## src/rtl/risc_run_controller_pkg.sv

```systemverilog
// risc_ctrl_pkg: shared types for the RISC run/load controller.
//   ctrl_state_t   - controller FSM states
//   LOAD_SEL_*     - load target select encoding (instruction / data memory)
//   ctrl_flags_t   - bundle of the registered status/control outputs
//   state_flags()  - output values that belong to each state
package risc_ctrl_pkg;

    typedef enum logic [2:0] {
        ST_IDLE,
        ST_LOAD,
        ST_CORE_RST,
        ST_RUN,
        ST_HALTED,
        ST_TIMEOUT
    } ctrl_state_t;

    localparam logic LOAD_SEL_INSTR = 1'b0;
    localparam logic LOAD_SEL_DATA  = 1'b1;

    typedef struct packed {
        logic core_clr;
        logic test_normal;
        logic busy;
        logic done;
        logic timeout;
    } ctrl_flags_t;

    // Held while the controller itself is in reset: core held in reset,
    // memories on the external side.
    localparam ctrl_flags_t RESET_FLAGS = '{
        core_clr:    1'b0,
        test_normal: 1'b1,
        busy:        1'b0,
        done:        1'b0,
        timeout:     1'b0
    };

    // The registered outputs are a pure function of the state being entered,
    // so every transition loads them from here.
    function automatic ctrl_flags_t state_flags(input ctrl_state_t s);
        ctrl_flags_t f;
        f.core_clr    = (s != ST_CORE_RST);
        f.test_normal = !((s == ST_CORE_RST) || (s == ST_RUN));
        f.busy        = (s == ST_LOAD) || (s == ST_CORE_RST) || (s == ST_RUN);
        f.done        = (s == ST_HALTED) || (s == ST_TIMEOUT);
        f.timeout     = (s == ST_TIMEOUT);
        return f;
    endfunction

endpackage

```

## src/rtl/risc_run_controller_if.sv

```systemverilog
// risc_run_controller_if: burst-load stream between host and controller.
//   load_begin/load_sel/load_base - open a burst (target memory, first address)
//   load_valid/load_ready         - beat handshake
//   load_last/load_data           - final-beat marker and beat payload
// Modports: master = host side, slave = controller side.
interface risc_run_controller_if #(
    parameter int DATA_W = 16,
    parameter int ADDR_W = 16
);
    logic              load_begin;
    logic              load_sel;
    logic [ADDR_W-1:0] load_base;
    logic              load_valid;
    logic              load_last;
    logic [DATA_W-1:0] load_data;
    logic              load_ready;

    modport master (
        output load_begin, load_sel, load_base, load_valid, load_last, load_data,
        input  load_ready
    );

    modport slave (
        input  load_begin, load_sel, load_base, load_valid, load_last, load_data,
        output load_ready
    );
endinterface

```

## src/rtl/risc_run_controller_load_addr_gen.sv

```systemverilog
// risc_load_addr_gen: address counter and write stage for memory bursts.
//   clk, rst_n        - clock, asynchronous active-low reset
//   open_burst        - load counter from open_base and latch open_sel
//   beat              - accepted beat: write now, then advance counter
//   beat_data         - beat payload
//   instr_we/data_we  - one-cycle write strobes, one cycle after the beat
//   addr/wdata        - registered write address and data
module risc_load_addr_gen
    import risc_ctrl_pkg::*;
#(
    parameter int DATA_W = 16,
    parameter int ADDR_W = 16
) (
    input  logic              clk,
    input  logic              rst_n,
    input  logic              open_burst,
    input  logic              open_sel,
    input  logic [ADDR_W-1:0] open_base,
    input  logic              beat,
    input  logic [DATA_W-1:0] beat_data,
    output logic              instr_we,
    output logic              data_we,
    output logic [ADDR_W-1:0] addr,
    output logic [DATA_W-1:0] wdata
);

    logic [ADDR_W-1:0] addr_cnt;
    logic              target_sel;

    // Burst address counter; the add simply overflows so the top address
    // wraps to zero.
    always_ff @(posedge clk or negedge rst_n) begin
        if (!rst_n) begin
            addr_cnt   <= '0;
            target_sel <= LOAD_SEL_INSTR;
        end else if (open_burst) begin
            addr_cnt   <= open_base;
            target_sel <= open_sel;
        end else if (beat) begin
            addr_cnt   <= addr_cnt + 1'b1;
        end
    end

    // Write stage: strobes last one cycle; address/data hold between beats.
    always_ff @(posedge clk or negedge rst_n) begin
        if (!rst_n) begin
            instr_we <= 1'b0;
            data_we  <= 1'b0;
            addr     <= '0;
            wdata    <= '0;
        end else begin
            instr_we <= beat && (target_sel == LOAD_SEL_INSTR);
            data_we  <= beat && (target_sel == LOAD_SEL_DATA);
            if (beat) begin
                addr  <= addr_cnt;
                wdata <= beat_data;
            end
        end
    end

endmodule

```

## src/rtl/risc_run_controller.sv

```systemverilog
// risc_run_controller: load/reset/run sequencer for the single-cycle RISC core.
//   clk, clr          - clock, asynchronous active-low reset
//   load_if (slave)   - burst-load stream into instruction or data memory
//   start             - reset the core and run (from IDLE/HALTED/TIMEOUT)
//   step_mode, step   - single-step level and per-instruction pulse
//   abort             - return to IDLE from any state
//   core_halt         - HLT decoded by the core
//   core_clr          - active-low core reset
//   core_run_en       - core advance enable (combinational)
//   test_normal       - 1 = memories on external side, 0 = core owns them
//   ext_instr_we/ext_data_we/ext_addr/ext_wdata - memory write port
//   cycle_count       - enabled cycles this run (saturating)
//   busy/done/timeout - status
// Optional feature: define WATCHDOG_EN to stop a run at WDOG_LIMIT cycles.
module risc_run_controller
    import risc_ctrl_pkg::*;
#(
    parameter int DATA_W     = 16,
    parameter int ADDR_W     = 16,
    parameter int CNT_W      = 32,
    parameter int RST_CYCLES = 2,
    parameter int WDOG_LIMIT = 65535
) (
    input  logic                 clk,
    input  logic                 clr,
    risc_run_controller_if.slave load_if,
    input  logic                 start,
    input  logic                 step_mode,
    input  logic                 step,
    input  logic                 abort,
    input  logic                 core_halt,
    output logic                 core_clr,
    output logic                 core_run_en,
    output logic                 test_normal,
    output logic                 ext_instr_we,
    output logic                 ext_data_we,
    output logic [ADDR_W-1:0]    ext_addr,
    output logic [DATA_W-1:0]    ext_wdata,
    output logic [CNT_W-1:0]     cycle_count,
    output logic                 busy,
    output logic                 done,
    output logic                 timeout
);

    localparam int               RST_W    = (RST_CYCLES > 1) ? $clog2(RST_CYCLES) : 1;
    localparam logic [RST_W-1:0] RST_LAST = RST_W'(RST_CYCLES - 1);

    ctrl_state_t      state;
    ctrl_flags_t      flags;
    logic [RST_W-1:0] rst_cnt;
    logic             can_open;
    logic             open_burst;
    logic             ready_int;
    logic             beat;
    logic             wdog_hit;

    assign can_open   = (state == ST_IDLE) || (state == ST_HALTED) || (state == ST_TIMEOUT);
    assign open_burst = can_open && load_if.load_begin && !abort;

    // Ready drops during abort so a beat offered in that cycle never
    // completes the handshake.
    assign ready_int          = (state == ST_LOAD) && !abort;
    assign load_if.load_ready = ready_int;
    assign beat               = ready_int && load_if.load_valid;

    // Abort also gates the enable so the count is frozen in the abort cycle.
    assign core_run_en = (state == ST_RUN) && !abort && !core_halt && (!step_mode || step);

    assign core_clr    = flags.core_clr;
    assign test_normal = flags.test_normal;
    assign busy        = flags.busy;
    assign done        = flags.done;

`ifdef WATCHDOG_EN
    localparam logic [CNT_W-1:0] WDOG_LAST = CNT_W'(WDOG_LIMIT - 1);

    // Fires on the enabled cycle that brings the count to WDOG_LIMIT, so the
    // run stops with exactly WDOG_LIMIT cycles executed.
    assign wdog_hit = core_run_en && (cycle_count >= WDOG_LAST);
    assign timeout  = flags.timeout;
`else
    logic unused_wdog;

    assign wdog_hit    = 1'b0;
    assign timeout     = 1'b0;
    assign unused_wdog = (WDOG_LIMIT != 0) ^ flags.timeout;
`endif

    // Controller FSM. Registered outputs follow the state being entered via
    // state_flags(); the first assignment keeps them in step with the current
    // state and is overridden on every transition.
    always_ff @(posedge clk or negedge clr) begin
        if (!clr) begin
            state       <= ST_IDLE;
            flags       <= RESET_FLAGS;
            rst_cnt     <= '0;
            cycle_count <= '0;
        end else begin
            flags <= state_flags(state);
            if (abort) begin
                state <= ST_IDLE;
                flags <= state_flags(ST_IDLE);
            end else begin
                case (state)
                    ST_IDLE, ST_HALTED, ST_TIMEOUT: begin
                        if (load_if.load_begin) begin
                            state <= ST_LOAD;
                            flags <= state_flags(ST_LOAD);
                        end else if (start) begin
                            state       <= ST_CORE_RST;
                            flags       <= state_flags(ST_CORE_RST);
                            rst_cnt     <= '0;
                            cycle_count <= '0;
                        end
                    end
                    ST_LOAD: begin
                        if (beat && load_if.load_last) begin
                            state <= ST_IDLE;
                            flags <= state_flags(ST_IDLE);
                        end
                    end
                    ST_CORE_RST: begin
                        if (rst_cnt == RST_LAST) begin
                            state <= ST_RUN;
                            flags <= state_flags(ST_RUN);
                        end else begin
                            rst_cnt <= rst_cnt + 1'b1;
                        end
                    end
                    ST_RUN: begin
                        if (core_run_en && (cycle_count != '1)) begin
                            cycle_count <= cycle_count + 1'b1;
                        end
                        if (core_halt) begin
                            state <= ST_HALTED;
                            flags <= state_flags(ST_HALTED);
                        end else if (wdog_hit) begin
                            state <= ST_TIMEOUT;
                            flags <= state_flags(ST_TIMEOUT);
                        end
                    end
                    default: begin
                        state <= ST_IDLE;
                        flags <= state_flags(ST_IDLE);
                    end
                endcase
            end
        end
    end

    risc_load_addr_gen #(
        .DATA_W (DATA_W),
        .ADDR_W (ADDR_W)
    ) u_addr_gen (
        .clk        (clk),
        .rst_n      (clr),
        .open_burst (open_burst),
        .open_sel   (load_if.load_sel),
        .open_base  (load_if.load_base),
        .beat       (beat),
        .beat_data  (load_if.load_data),
        .instr_we   (ext_instr_we),
        .data_we    (ext_data_we),
        .addr       (ext_addr),
        .wdata      (ext_wdata)
    );

endmodule
```

## src/flat_wrapper.sv

```systemverilog
// flat-port wrapper written by rule: the top's interface ports become plain ports
module risc_run_controller_flat import risc_ctrl_pkg::*;
#(
    parameter int DATA_W     = 16,
    parameter int ADDR_W     = 16,
    parameter int CNT_W      = 32,
    parameter int RST_CYCLES = 2,
    parameter int WDOG_LIMIT = 65535
)
  (clk, clr, start, step_mode, step, abort, core_halt, core_clr, core_run_en, test_normal, ext_instr_we, ext_data_we, ext_addr, ext_wdata, cycle_count, busy, done, timeout, load_if_load_begin, load_if_load_sel, load_if_load_base, load_if_load_valid, load_if_load_last, load_if_load_data, load_if_load_ready);
  risc_run_controller_if #(.DATA_W(DATA_W), .ADDR_W(ADDR_W)) load_if_i ();
  input  logic clk;
  input  logic clr;
  input  logic start;
  input  logic step_mode;
  input  logic step;
  input  logic abort;
  input  logic core_halt;
  output logic core_clr;
  output logic core_run_en;
  output logic test_normal;
  output logic ext_instr_we;
  output logic ext_data_we;
  output logic [ADDR_W-1:0] ext_addr;
  output logic [DATA_W-1:0] ext_wdata;
  output logic [CNT_W-1:0] cycle_count;
  output logic busy;
  output logic done;
  output logic timeout;
  input wire logic [$bits(load_if_i.load_begin)-1:0] load_if_load_begin;
  input wire logic [$bits(load_if_i.load_sel)-1:0] load_if_load_sel;
  input wire logic [$bits(load_if_i.load_base)-1:0] load_if_load_base;
  input wire logic [$bits(load_if_i.load_valid)-1:0] load_if_load_valid;
  input wire logic [$bits(load_if_i.load_last)-1:0] load_if_load_last;
  input wire logic [$bits(load_if_i.load_data)-1:0] load_if_load_data;
  output wire logic [$bits(load_if_i.load_ready)-1:0] load_if_load_ready;
  assign load_if_i.load_begin = load_if_load_begin;
  assign load_if_i.load_sel = load_if_load_sel;
  assign load_if_i.load_base = load_if_load_base;
  assign load_if_i.load_valid = load_if_load_valid;
  assign load_if_i.load_last = load_if_load_last;
  assign load_if_i.load_data = load_if_load_data;
  assign load_if_load_ready = load_if_i.load_ready;
  risc_run_controller #(.DATA_W(DATA_W), .ADDR_W(ADDR_W), .CNT_W(CNT_W), .RST_CYCLES(RST_CYCLES), .WDOG_LIMIT(WDOG_LIMIT)) u_core (.clk(clk), .clr(clr), .load_if(load_if_i), .start(start), .step_mode(step_mode), .step(step), .abort(abort), .core_halt(core_halt), .core_clr(core_clr), .core_run_en(core_run_en), .test_normal(test_normal), .ext_instr_we(ext_instr_we), .ext_data_we(ext_data_we), .ext_addr(ext_addr), .ext_wdata(ext_wdata), .cycle_count(cycle_count), .busy(busy), .done(done), .timeout(timeout));
endmodule
```

## config.mk

```make
export PLATFORM = sky130hd
export DESIGN_NAME = risc_run_controller_flat
export DESIGN_NICKNAME = d
export VERILOG_FILES = /design/src/rtl/risc_run_controller_pkg.sv /design/src/rtl/risc_run_controller_if.sv /design/src/rtl/risc_run_controller_load_addr_gen.sv /design/src/rtl/risc_run_controller.sv /design/src/flat_wrapper.sv
export SDC_FILE = /design/constraint.sdc
export NUM_CORES = 1
export LEC_CHECK = 0
export CORE_MARGIN = 2
export CORE_UTILIZATION = 49
export CTS_BUF_LIST = sky130_fd_sc_hd__clkbuf_16
export DETAILED_ROUTE_END_ITERATION = 8
export PLACE_DENSITY = 0.8
export REMOVE_ABC_BUFFERS = 1
export SETUP_SLACK_MARGIN = 0.4
export SLEW_MARGIN = 30
export SYNTH_ARGS = -nofsm -noshare
export SYNTH_HDL_FRONTEND = slang
export SYNTH_SLANG_ARGS = --single-unit
```

## constraint.sdc

```tcl
create_clock -name clk -period 3 [get_ports clk]
set_input_delay 0.6 -clock clk [delete_from_list [all_inputs] [get_ports clk]]
set_output_delay 0.6 -clock clk [all_outputs]
set_load 0.05 [all_outputs]
```

Word level (Yosys, flattened, before mapping) --
Index checks and enable logic that the tools add are counted.
Storage, ports and cells: bits in registers 91, input bits 43, output and inout port bits 73, word-level logic and storage cells 86
Cells by class: add/sub/neg operators 3, equality and inequality tests 14, mux-type cells 24, bitwise gates (word level) 2, reductions and logical operators 30
Operators by type and width (number):
- 32-bit 2-to-1 mux | 3
- 32-bit one-hot mux with 2 select lines | 1
- 32-bit by 1-bit adder with 32-bit output (second input constant) | 1
- 16-bit 2-to-1 mux | 2
- 32-bit inequality test (second input constant) | 1
- 5-bit 2-to-1 mux | 6
- 5-bit one-hot mux with 4 select lines | 1
- 3-bit 2-to-1 mux | 6
- 16-bit by 1-bit adder with 16-bit output (second input constant) | 1
- 3-bit one-hot mux with 4 select lines | 1
- 1-bit logical AND | 11
- 4-bit AND reduction | 2
- 1-bit logical OR | 7
- 3-bit by 2-bit equality test with 1-bit output (second input constant) | 2
- 3-bit equality test (second input constant) | 2
- 2-bit inequality test (second input constant) | 3
- 3-bit by 2-bit inequality test with 1-bit output (second input constant) | 2
- 3-bit inequality test (second input constant) | 2
- 2-bit nonzero test | 3
- 5-bit AND reduction | 1
- 1-bit zero test | 4
- 4-bit inequality test (second input constant) | 1
- 3-bit by 1-bit equality test with 1-bit output (second input constant) | 1
- 3-bit zero test | 1
- other kinds (5) | 8

Logic depth before layout (Yosys ltp) --
Gate-level depths: netlist of the first run.
word-level depth 7, depth in mapped cells 8, depth with buffers taken out 6

Hierarchy --
A second synthesis of the first run with hierarchy kept.
Second synthesis, totals: cells, all modules 428, area, all modules 4533.1 µm²
By module, submodules not included:
- risc_run_controller | instances 1, cells an instance 255, area each 2331.0 µm², sequential area each 1002.2 µm²
- risc_load_addr_gen | instances 1, cells an instance 173, area each 2202.1 µm², sequential area each 1276.2 µm²

Least setup slack after synthesis of the first run --
OpenSTA, ideal clock, no wires.
path kind reg-to-reg, from reg u_core.cycle_count[0], to reg u_core.cycle_count[20], setup time 0.082 ns, arrival 2.463 ns, data required time 2.918 ns, path slack 0.455 ns, cell stages (with the launch flop) 8, buffers on the path 1, clock period less this slack 2.545 ns, cell sequence dfrtp_1 ha_1 nand4_1 or3_1 clkbuf_1 or3_1 o31a_1 a31oi_1
Between the ends: word-level cells in the longest chain between the ends 4, elaborated cells between the ends (all ways) 7, classes of those cells add/sub: 1; eq/ne: 2; mux: 2; reduce/logical: 2
RTL lines:
- start, declared | line risc_run_controller.sv:39 | output logic [CNT_W-1:0] cycle_count,
- start signal, assigned | line risc_run_controller.sv:132 | cycle_count <= cycle_count + 1'b1;
- branches (longest 4 deep; another with 32-bit by 1-bit adder with 32-bit output)
Several ways; the timed one is not identified. The select of a mux whose other input is x is not followed. A chain may end at the register's enable or synchronous reset.

Worst setup path in the final report of the first run --
from in abort, to out core_run_en
Between the ends: word-level cells in the longest chain between the ends 4
RTL lines:
- start, declared | line flat_wrapper.sv:17 | input logic abort;
- 1-bit zero test | line risc_run_controller.sv:67 | assign core_run_en = (state == ST_RUN) && !abort && !core_halt && (!step_mode || step);
- 1-bit logical AND (3 in a row) | line risc_run_controller.sv:67
- end, declared | line flat_wrapper.sv:20 | output logic core_run_en;
No other way between the ends.

==> summary.txt, run 1 <==
Floorplan
  – Die height: between 100 and 150 um
  – Core Footprint: roughly 0.0092 sq mm
  – Initial cell density of the core: 0.500
  – I/O pin count: roughly 120
  – Placement Rows: 35
  – Die area: between 0.01 and 0.015 sq mm
  – Die span in x: 101 um

Timing
  – Setup repair after global routing missed its margin: false
  – Fin crit share: 0.835
  – Number of max-slew violations in the final report: 0
  – Slew at the pin with the worst max-slew slack: around 610 ps
  – Worst Clk Skew: slightly above 7 ps
  – Setup total negative slack: 0 ps
  – Top achievable clock speed: roughly 0.4 GHz
  – Clock period minus worst slack: approximately 2500 ps
  – Worst max-slew margin expressed relative to the limit: 0.591
  – Setup Viol. Count Final: 0
  – Hold Violations, Final: 0

Status
  – Outcome: finished, final reports clean

Logic synthesis
  – Syn avg cell area: 8.69 sq um
  – Fraction of registers with async set/reset: 1.00
  – Primary FF master, synth: sky130_fd_sc_hd__dfrtp_1
  – Post-synthesis cell type with the largest combined area: sky130_fd_sc_hd__dfrtp_1
  – Cell area after synthesis: around 0.0046 sq mm
  – Register bit count reported by yosys: 91
  – Cell types with the largest area share after synthesis: sky130_fd_sc_hd__dfrtp_1, sky130_fd_sc_hd__nand2_1, sky130_fd_sc_hd__a31oi_1
  – Count of warnings emitted by yosys: 0
  – Distinct cells, synth: 58
  – Post-synth top area share: 0.492
  – Proportion of synthesized chip area in sequential cells: 0.497
  – Synthesized instance count: 527
  – Post-synth EDFFs: 0

Layout
  – Number of filler instances in the final layout: around 750
  – Most frequent standard cell in the layout excluding fill and tap cells: sky130_fd_sc_hd__nand2_1
  – Post-layout utilization of the core: 0.677
  – Synthesis-to-layout area growth: 35.3%
  – Fraction of final layout cells sized beyond drive strength 1: 0.0725
  – Area occupied by multi-input gates: ~0.0021 sq mm
  – Count of placed standard cells in the final layout, fillers left out: 759
  – Number of nets in the layout: roughly 700
  – Flip-flop and latch area: 0.00228 sq mm
  – Commonest non-fill, non-tap cells in the layout: sky130_fd_sc_hd__nand2_1, sky130_fd_sc_hd__clkdlybuf4s50_1, sky130_fd_sc_hd__dfrtp_1
  – Number of antenna repair diodes: 0

Place
  – Number of cells in the design after placement: 744
  – PortBufs: 114
  – Half-perimeter wire length of the detailed placement result: 8.96 mm
  – Placer's final routability congestion estimate: ~0.95

Setup path
  – Startpoint of the most critical register-to-register path: u_core.cycle_count[0]
  – Worst path most repeated cell: sky130_fd_sc_hd__buf_4
  – Worst path slowest cell: sky130_fd_sc_hd__clkdlybuf4s50_1
  – Req. time, crit path: roughly 2400 ps
  – Kind of start point of the critical path: input pin
  – Bufs and invs on worst path: 4
  – Kind of end point of the critical path: primary output
  – Worst-path maximum fanout: 10
  – R2R Setup Slk: about 570 ps
  – R2R depth: 6
  – Critical register-to-register path endpoint: u_core.cycle_count[20]
  – Sequence of cells on the critical path: clkdlybuf4s50_1 > buf_4 > a211oi_1 > nand2_1 > clkinv_1 > buf_4
  – Startpoint-to-endpoint class of the critical path: in -> out
  – Cell family with most CP delay: buffers and inverters
  – Worst stage delay on the critical path: ~430 ps
  – Data arrival time of the critical path: ~1900 ps

Detailed routing
  – Initial DRC Count: slightly above 200
  – Final ANT Viol Nets: 0
  – Average detailed-routed wire length per instance: ~17 um
  – Via count: 4543
  – TritonRoute pass-1 iters: 7
  – Ratio of routed vias to standard cells: approximately 6
  – Total length of routed wires: roughly 13 mm
  – Remaining DRCs: 0

Clock network
  – Buffer levels on the longest clock path: 2
  – CTS Root Cell: sky130_fd_sc_hd__clkbuf_16
  – Total number of H-tree levels: 3
  – Clock insertion delay at the later pin of the skew report: ~340 ps
  – Setup bufs post-CTS: 0
  – CTS sink cnt: 91
  – TritonCTS clock tree: done
  – CTS Buf Count: 9
  – Clock-pin slew of the registers on the worst-case setup and hold paths: roughly 70 ps

Global route
  – Overall routing resource usage: 0.257
  – Number of global-route vias before repair: roughly 4400
  – Global route total overflow: 0
  – Number of antenna violations at the first check in global routing: 0
  – Wire length of the first global-routing pass: about 21 mm
  – Pin count of the biggest net entering global routing: 50

Power
  – Leakage dissipation: ~2.6 nW
  – Proportion of power drawn by combinational gates: 0.399
  – Maximum resistive drop on vdd: approximately 0.32 mV
  – Cell-internal power: around 2.9 mW
  – Power dissipated by switching net loads: 2.05 mW
  – Net Sw Frac: 0.418
  – Relative contribution of sequential cells to total power: 0.370
  – PwrDens: between 700 and 800 mW/mm^2
  – Share of power burned in the clock network: 0.230

Job
  – Number of max-cap violations: 0

Worst hold path
  – Kind of path behind the tightest hold check: in -> async
## through the flow
step / hold slack, ps / area (sq um) / total power [mW] / setup WS [ps]
after floorplan: 304 / 4470 / 3.05 / 69.9
after global placement: 441 / 5900 / 3.75 / 268
after detailed placement: 441 / 5900 / 3.80 / 222
after CTS: 294 / 6190 / 4.93 / 511
after global routing: 331 / 6200 / 5.15 / 423
final: 277 / 6200 / 4.92 / 495
## power groups by stage
| stage | clock network (mW) | registers (mW) | logic (mW) |
|---|---|---|---|
| global placement | 0 | 1.82 | 1.93 |
| floorplan | 0 | 2.58 | 0.470 |
| CTS | 1.14 | 1.82 | 1.98 |
| detailed placement | 0 | 1.83 | 1.96 |
| global route | 1.19 | 1.86 | 2.10 |
| finish | 1.13 | 1.82 | 1.96 |
## worst register-to-register path, delay by kind of cell, from the launching register on
family / cells / cell delay (ps)
AOI/OAI and AO/OA: 2 / 400
adders and majority gates: 1 / 240
DFF: 1 / 440
and+or+nand+nor: 3 / 1280
## area by class of cell
type                            count  area share
Sequential cell                    91       0.368
Multi-Input combinational cell    390       0.342
Timing Repair Buffer              132       0.209
Clock buffer                        9      0.0363
Tap cell                          111      0.0224
Inverter                           20      0.0121
Clock inverter                      6      0.0107
## sequential cells by signal, summed over array words and instances, names as in the netlist
signal / count
u_core.state: 3
u_core.u_addr_gen.wdata: 16
u_core.done: 1
u_core.u_addr_gen.addr: 16
u_core.u_addr_gen.instr_we: 1
u_core.u_addr_gen.target_sel: 1
u_core.busy: 1
u_core.test_normal: 1
u_core.core_clr: 1
u_core.u_addr_gen.data_we: 1
u_core.cycle_count: 32
u_core.u_addr_gen.addr_cnt: 16
u_core.rst_cnt: 1
## cell families after synthesis
logic type / after synthesis / share of synthesized area
compound gates: 110 / 0.160
xor+xnor: 5 / 0.00956
fa+ha+maj: 2 / 0.00546
buf+inv: 46 / 0.0410
flops: 91 / 0.497
mux: 3 / 0.00656
other cells: 1 / 0.000819
simple gates: 269 / 0.279
## cell usage after synthesis (all sizes together), types with 2 or more instances
cell type	instances
a21oi	10
a31oi	27
nand3	21
dfrtp	90
buf	5
a221o	7
or4	6
o22ai	3
o31a	2
o311ai	2
inv	19
a41oi	3
a211oi	4
nor3	11
o211ai	10
or2	2
nand2b	4
and4	10
and2	5
mux2i	3
xnor2	3
or3	2
o31ai	2
nand2	137
nor4	4
and3	3
a211o	3
o21ai	27
a22oi	2
nand4	19
nor2b	2
ha	2
clkbuf	21
xor2	2
nor2	40
## how the worst max path moves through the flow
stage | start | end | slack (ps) | cells past startpoint
2_1_floorplan | abort | u_core.u_addr_gen.addr_cnt[10] | 70 | 5
3_5_place_dp | abort | u_core.u_addr_gen.addr_cnt[8] | 220 | 6
5_1_grt | u_core.cycle_count[1] | u_core.cycle_count[20] | 420 | 6
4_1_cts | abort | core_run_en | 510 | 6
6_report | abort | core_run_en | 500 | 6
3_3_place_gp | abort | u_core.u_addr_gen.addr_cnt[8] | 270 | 6
## layer usage
metal,track usage,vias up,part of all wire
li1,-,2114,-
met1,0.327,2202,0.42
met2,0.442,203,0.49
met3,0.0409,24,0.066
met4,0.0991,0,0.018
met5,0,-,0
## timing repair
| item | in CTS | in global routing |
|---|---|---|
| setup endpoints to repair | 0 | 2 |
| hold buffers | 0 | 0 |
| resized for setup | 0 | 1 |
Note: power is estimated with default switching activity, not from simulation.
==> run 2, diff against run 1 <==
clock period = 2.6 ns   (was 3 ns; I/O delays follow)
==> run 2 against run 1 <==
Critical endpoint is now cycle_count[0]. Highest routed layer unchanged. Largest cell class unchanged. Total power grew 16%. Via count grew 2.3%. Hold slack lost 130 ps.
==> summary.txt, run 2 (synthesis gave the netlist of run 1 again) <==
Floorplan
  – Die height: 101 um (unchanged)
  – I/O pin count: 116 (unchanged)
  – Die span in x: 101 um (unchanged)
  – Placement Rows: 35 (unchanged)
  – Die area: 0.0101 sq mm (unchanged)
  – Initial cell density of the core: 0.500 (unchanged)
  – Core Footprint: 0.00915 sq mm (unchanged)

Layout
  – Most frequent standard cell in the layout excluding fill and tap cells: sky130_fd_sc_hd__nand2_1 (unchanged)
  – Max FFs per register: 32 (unchanged)
  – Synthesis-to-layout area growth: 42.0% (was 35.3%)
  – Number of nets in the layout: 713 (was 689)
  – Fraction of final layout cells sized beyond drive strength 1: 0.131 (was 0.0725)
  – Most flop-heavy register: u_core.cycle_count (unchanged)
  – Post-layout utilization of the core: 0.711 (was 0.677)
  – Number of filler instances in the final layout: 705 (was 746)
  – Number of antenna repair diodes: 0 (unchanged)
  – Count of placed standard cells in the final layout, fillers left out: 783 (was 759)
  – Commonest non-fill, non-tap cells in the layout: sky130_fd_sc_hd__nand2_1, sky130_fd_sc_hd__clkdlybuf4s50_1, sky130_fd_sc_hd__dfrtp_1 (unchanged)
  – Post-route standard cell area excluding fillers: 0.00651 sq mm (was 0.00620 sq mm)

Setup path
  – Startpoint-to-endpoint class of the critical path: reg -> out (was in -> out)
  – Startpoint of the most critical register-to-register path: u_core.cycle_count[1] (was u_core.cycle_count[0])
  – Kind of start point of the critical path: flip-flop (was input pin)
  – Req. time, crit path: 2080 ps (was 2400 ps)
  – Data arrival time of the critical path: 1700 ps (was 1900 ps)
  – Kind of end point of the critical path: primary output (unchanged)
  – Startpoint of the worst setup timing path: u_core.cycle_count[0] (was abort)
  – Worst-path maximum fanout: 4 (was 10)

Place
  – Worst setup slack after placement: -73.6 ps (was 222 ps)
  – Area after detailed placement: 0.00599 sq mm (was 0.00590 sq mm)
  – PortBufs: 114 (unchanged)
  – Number of cells in the design after placement: 752 (was 744)
  – Half-perimeter wire length of the detailed placement result: 8.82 mm (was 8.96 mm)
  – Placer's final routability congestion estimate: 0.903 (was 0.952)

Power
  – PwrDens: 878 mW/mm^2 (was 793 mW/mm^2)
  – Maximum resistive drop on vdd: 0.459 mV (was 0.320 mV)
  – Leakage dissipation: 3.02 nW (was 2.65 nW)

Timing
  – Fin worst setup slack: 378 ps (was 495 ps)
  – Setup repair after global routing missed its margin: true (was false)
  – Fin crit share: 0.855
  – Worst max-slew margin expressed relative to the limit: 0.643 (was 0.591)
  – Clock period minus worst slack: roughly 2200 ps
  – Worst Clk Skew: 5.80 ps (was 7.22 ps)
  – Slew at the pin with the worst max-slew slack: 534 ps (was 613 ps)
  – Top achievable clock speed: 0.450 GHz
  – Setup Viol. Count Final: 0 (unchanged)
  – Hold Violations, Final: 0 (unchanged)
  – Number of max-slew violations in the final report: 0 (unchanged)

Clock network
  – TritonCTS clock tree: done (unchanged)
  – CTS Buf Count: 9 (unchanged)
  – CTS Root Cell: sky130_fd_sc_hd__clkbuf_16 (unchanged)
  – Total number of H-tree levels: 3 (unchanged)
  – CTS sink cnt: 91 (unchanged)
  – Clock-pin slew of the registers on the worst-case setup and hold paths: 70 ps (about the same)
  – Buffer levels on the longest clock path: 2 (unchanged)
  – Clock insertion delay at the later pin of the skew report: 340 ps (about the same)
  – Cts-stage hold buffer count: 0 (unchanged)

Detailed routing
  – Average detailed-routed wire length per instance: 16.9 um (was 16.8 um)
  – Via count: 4647 (was 4543)
  – TritonRoute pass-1 iters: 5 (was 7)
  – Total length of routed wires: 13.2 mm (was 12.8 mm)
  – Initial DRC Count: 245 (was 206)
  – Ratio of routed vias to standard cells: 5.93 (was 5.99)
  – Remaining DRCs: 0 (unchanged)
  – Final ANT Viol Nets: 0 (unchanged)

Status
  – Outcome: finished, final reports clean (unchanged)

Global route
  – Wire length of the first global-routing pass: 21.1 mm (was 20.8 mm)
  – Overall routing resource usage: 0.259 (was 0.257)
  – Pin count of the biggest net entering global routing: 54 (was 50)
  – Global route total overflow: 0 (unchanged)
  – Number of global-route vias before repair: 4301 (was 4412)
  – Number of antenna violations at the first check in global routing: 0 (unchanged)

Worst hold path
  – Kind of path behind the tightest hold check: in -> async (unchanged)

Job
  – Number of max-cap violations: 0 (unchanged)
-- run 2: final timing paths --
check	slack, ps	cells after the start	to
worst max-delay path	380	2	cycle_count[0]
worst min-delay path	150	1	u_core.u_addr_gen.wdata[2]
worst max register to register	450	8	u_core.cycle_count[25]
worst min register to register	460	1	u_core.u_addr_gen.instr_we
max in group asynchronous	1750	2	u_core.test_normal
min in group clk	460	1	u_core.u_addr_gen.instr_we
-- run 2: routing by layer --
metal / up-vias / part of all wire / track usage
li1: 2166 / - / -
met1: 2234 / 0.41 / 0.347
met2: 223 / 0.50 / 0.433
met3: 24 / 0.074 / 0.0465
met4: 0 / 0.016 / 0.0759
met5: - / 0 / 0
-- run 2: cell type report --
cell class / count / area, sq um / share of cell area
flip-flops and latches: 91 / 2290 / 0.352
multi-input cells: 390 / 2170 / 0.334
repair buffers: 156 / 1540 / 0.236
clock buffers: 9 / 225 / 0.0346
well taps: 111 / 139 / 0.0213
inverters: 20 / 80.1 / 0.0123
clock inverters: 6 / 66.3 / 0.0102
-- run 2: critical path: stages (launching register included) --
cell                              delay, ps
sky130_fd_sc_hd__dfrtp_1                400
sky130_fd_sc_hd__buf_4                  160
sky130_fd_sc_hd__clkdlybuf4s50_1        800
-- run 2: stage by stage --
stage / power (mW) / TNS (ps) / hold WS (ps)
after floorplan: 3.52 / -3610 / 224
after global placement: 4.34 / -62.8 / 448
after detailed placement: 4.41 / -160 / 456
after CTS: 5.72 / 0 / 167
after global routing: 6.01 / 0 / 186
final: 5.71 / 0 / 146
-- run 2: what timing repair did --
item	CTS	global route
cloned	0	1
endpoints found under the setup margin	23	38
buffers inserted	1	14
pin swaps	3	6
gates resized for setup	15	33
-- run 2: power breakdown --
group,internal [mW],switching [mW],leakage [nW]
sequential,1.79,0.307,1.17
clock,0.741,0.560,0.136
combinational,0.797,1.52,1.71
==> run 3, diff against run 2 <==
CORE_MARGIN = 3   (was 2)
==> run 3 against run 2 <==
Sequential cell count did not move. Sequential share of layout area fell by 0.23 points. Utilization rose by 2.5 points. Critical endpoint is now load_if_load_ready. Largest cell class unchanged.
==> summary.txt, run 3 (synthesis gave the netlist of run 1 again) <==
Status
  – Outcome: finished, final reports clean (unchanged)

Power
  – Maximum resistive drop on vdd: 0.532 mV (was 0.459 mV)
  – PnR Total Power: 5.88 mW (was 5.71 mW)
  – PwrDens: 898 mW/mm^2 (was 878 mW/mm^2)
  – Leakage dissipation: 3.01 nW (was 3.02 nW)

Timing
  – Worst max-slew margin expressed relative to the limit: 0.645 (was 0.643)
  – Fin crit share: 0.858 (was 0.855)
  – Number of max-slew violations in the final report: 0 (unchanged)
  – Hold Violations, Final: 0 (unchanged)
  – Post-Route Hold Slack: 110 ps (was 146 ps)
  – Slew at the pin with the worst max-slew slack: 527 ps (was 534 ps)
  – Setup Viol. Count Final: 0 (unchanged)
  – Worst Clk Skew: 7.85 ps (was 5.80 ps)
  – Clock period minus worst slack: 2230 ps (was 2220 ps)
  – Fin worst setup slack: 370 ps (was 378 ps)
  – Top achievable clock speed: 0.448 GHz (was 0.450 GHz)
  – Setup repair after global routing missed its margin: true (unchanged)

Floorplan
  – Die span in x: 103 um (was 101 um)
  – Initial cell density of the core: 0.515 (was 0.500)
  – Placement Rows: 34 (was 35)
  – Core Footprint: 0.00889 sq mm (was 0.00915 sq mm)
  – Die area: 0.0105 sq mm (was 0.0101 sq mm)
  – I/O pin count: 116 (unchanged)
  – Die height: 103 um (was 101 um)

Layout
  – Flip-flop and latch area: 0.00228 sq mm (was 0.00229 sq mm)
  – Commonest non-fill, non-tap cells in the layout: sky130_fd_sc_hd__nand2_1, sky130_fd_sc_hd__clkdlybuf4s50_1, sky130_fd_sc_hd__dfrtp_1 (unchanged)
  – Max FFs per register: 32 (unchanged)
  – Fraction of final layout cells sized beyond drive strength 1: 0.137 (was 0.131)
  – Number of filler instances in the final layout: 660 (was 705)
  – Post-route standard cell area excluding fillers: 0.00654 sq mm (was 0.00651 sq mm)
  – Number of antenna repair diodes: 0 (unchanged)
  – Most flop-heavy register: u_core.cycle_count (unchanged)
  – Area occupied by multi-input gates: 0.00221 sq mm (was 0.00217 sq mm)
  – Most frequent standard cell in the layout excluding fill and tap cells: sky130_fd_sc_hd__nand2_1 (unchanged)
  – Synthesis-to-layout area growth: 42.8% (was 42.0%)
  – Number of nets in the layout: 714 (was 713)

Worst hold path
  – Kind of path behind the tightest hold check: in -> async (unchanged)

Clock network
  – Clock-pin slew of the registers on the worst-case setup and hold paths: 60 ps (was 70 ps)
  – TritonCTS clock tree: done (unchanged)
  – Total number of H-tree levels: 3 (unchanged)
  – Cts-stage hold buffer count: 0 (unchanged)
  – CTS Root Cell: sky130_fd_sc_hd__clkbuf_16 (unchanged)
  – CTS Buf Count: 9 (unchanged)
  – Buffer levels on the longest clock path: 2 (unchanged)
  – Clock insertion delay at the later pin of the skew report: 330 ps (was 340 ps)
  – CTS sink cnt: 91 (unchanged)

Setup path
  – Worst-path maximum fanout: 3 (was 4)
  – R2R depth: 6 (was 8)
  – Critical register-to-register path endpoint: u_core.u_addr_gen.addr_cnt[8] (was u_core.cycle_count[25])
  – Startpoint-to-endpoint class of the critical path: reg -> out (unchanged)
  – Kind of start point of the critical path: flip-flop (unchanged)
  – Worst path slowest cell: sky130_fd_sc_hd__or4b_4 (was sky130_fd_sc_hd__clkdlybuf4s50_1)
  – Startpoint of the most critical register-to-register path: u_core.state[1] (was u_core.cycle_count[1])
  – Cell family with most CP delay: simple AND/OR/NAND/NOR gates (was buffers and inverters)
  – Sequence of cells on the critical path: or4b_4 > buf_6 > inv_4 > buf_6 > buf_12 (was buf_4 > clkdlybuf4s50_1)
  – Req. time, crit path: 2080 ps (about the same)
  – Worst stage delay on the critical path: 540 ps (was 800 ps)
  – Bufs and invs on worst path: 4 (was 2)
  – Worst path most repeated cell: sky130_fd_sc_hd__buf_6
  – Data arrival time of the critical path: 1710 ps (was 1700 ps)
  – Kind of end point of the critical path: primary output (unchanged)
  – R2R Setup Slk: 460 ps (was 450 ps)

Detailed routing
  – Initial DRC Count: 324 (was 245)
  – Remaining DRCs: 0 (unchanged)
  – Via count: 4686 (was 4647)
  – Final ANT Viol Nets: 0 (unchanged)
  – Ratio of routed vias to standard cells: 6.00 (was 5.93)
  – Total length of routed wires: 13.8 mm (was 13.2 mm)
  – TritonRoute pass-1 iters: 5 (unchanged)
  – Average detailed-routed wire length per instance: 17.7 um (was 16.9 um)

Place
  – Worst setup slack after placement: -61.7 ps (was -73.6 ps)
  – Half-perimeter wire length of the detailed placement result: 9.60 mm (was 8.82 mm)
  – PortBufs: 114 (unchanged)
  – Area after detailed placement: 0.00600 sq mm (was 0.00599 sq mm)
  – Placer's final routability congestion estimate: 0.954 (was 0.903)

Global route
  – Wire length of the first global-routing pass: 22.3 mm (was 21.1 mm)
  – Pin count of the biggest net entering global routing: 42 (was 54)
  – Number of global-route vias before repair: 4683 (was 4301)
  – Overall routing resource usage: 0.265 (was 0.259)
  – Number of antenna violations at the first check in global routing: 0 (unchanged)
  – Global route total overflow: 0 (unchanged)

Job
  – Number of max-cap violations: 0 (unchanged)
-- run 3: how the worst max path moves through the flow --
stage / from / endpoint / cells past startpoint
detailed placement: abort / u_core.u_addr_gen.addr_cnt[14] / 6
global route: u_core.state[1] / load_if_load_ready / 5
finish: u_core.state[1] / load_if_load_ready / 5
CTS: u_core.state[1] / load_if_load_ready / 5
floorplan: u_core.cycle_count[0] / u_core.cycle_count[15] / 6
global placement: abort / u_core.u_addr_gen.addr_cnt[8] / 6
-- run 3: cell type report --
cell class	count	share of cell area
Clock buffer	9	0.0344
Clock inverter	6	0.0138
Inverter	20	0.0126
Multi-Input combinational cell	390	0.338
Sequential cell	91	0.349
Tap cell	108	0.0207
Timing Repair Buffer	157	0.231
-- run 3: where the power goes --
group	switching, mW	internal [mW]	leakage (nW)	total (mW)
Clock	0.563	0.841	0.152	1.40
Sequential	0.316	1.79	1.18	2.11
Combinational	1.55	0.815	1.68	2.36
Total	2.43	3.45	3.01	5.88
-- run 3: metrics by stage --
step	std cells	utilization	setup TNS, ps
final	781	0.736	0
after global routing	781	0.736	0
after CTS	775	0.720	0
after detailed placement	754	0.675	-119
after global placement	754	0.675	-27.6
after floorplan	501	-	-3610
-- run 3: timing repair --
action | in CTS | in global routing
buffers inserted | 6 | 6
gates resized for setup | 22 | 29
pin swaps | 5 | 5
setup endpoints to repair | 38 | 41
gates cloned | 0 | 0
-- run 3: per-layer routing --
metal | routed length [um] | GRT usage
met2 | 6810 | 0.435
met3 | 1200 | 0.0562
met4 | 294 | 0.111
met5 | 0 | 0
met1 | 5550 | 0.343
-- run 3: worst register-to-register path, cell delays in order (launching register included) --
cell and delay (ps):
sky130_fd_sc_hd__dfrtp_2 430, sky130_fd_sc_hd__or4b_4 540, sky130_fd_sc_hd__buf_4 150, sky130_fd_sc_hd__or4_4 460, sky130_fd_sc_hd__or2_4 260, sky130_fd_sc_hd__nand3_1 90
sky130_fd_sc_hd__o211ai_1 90
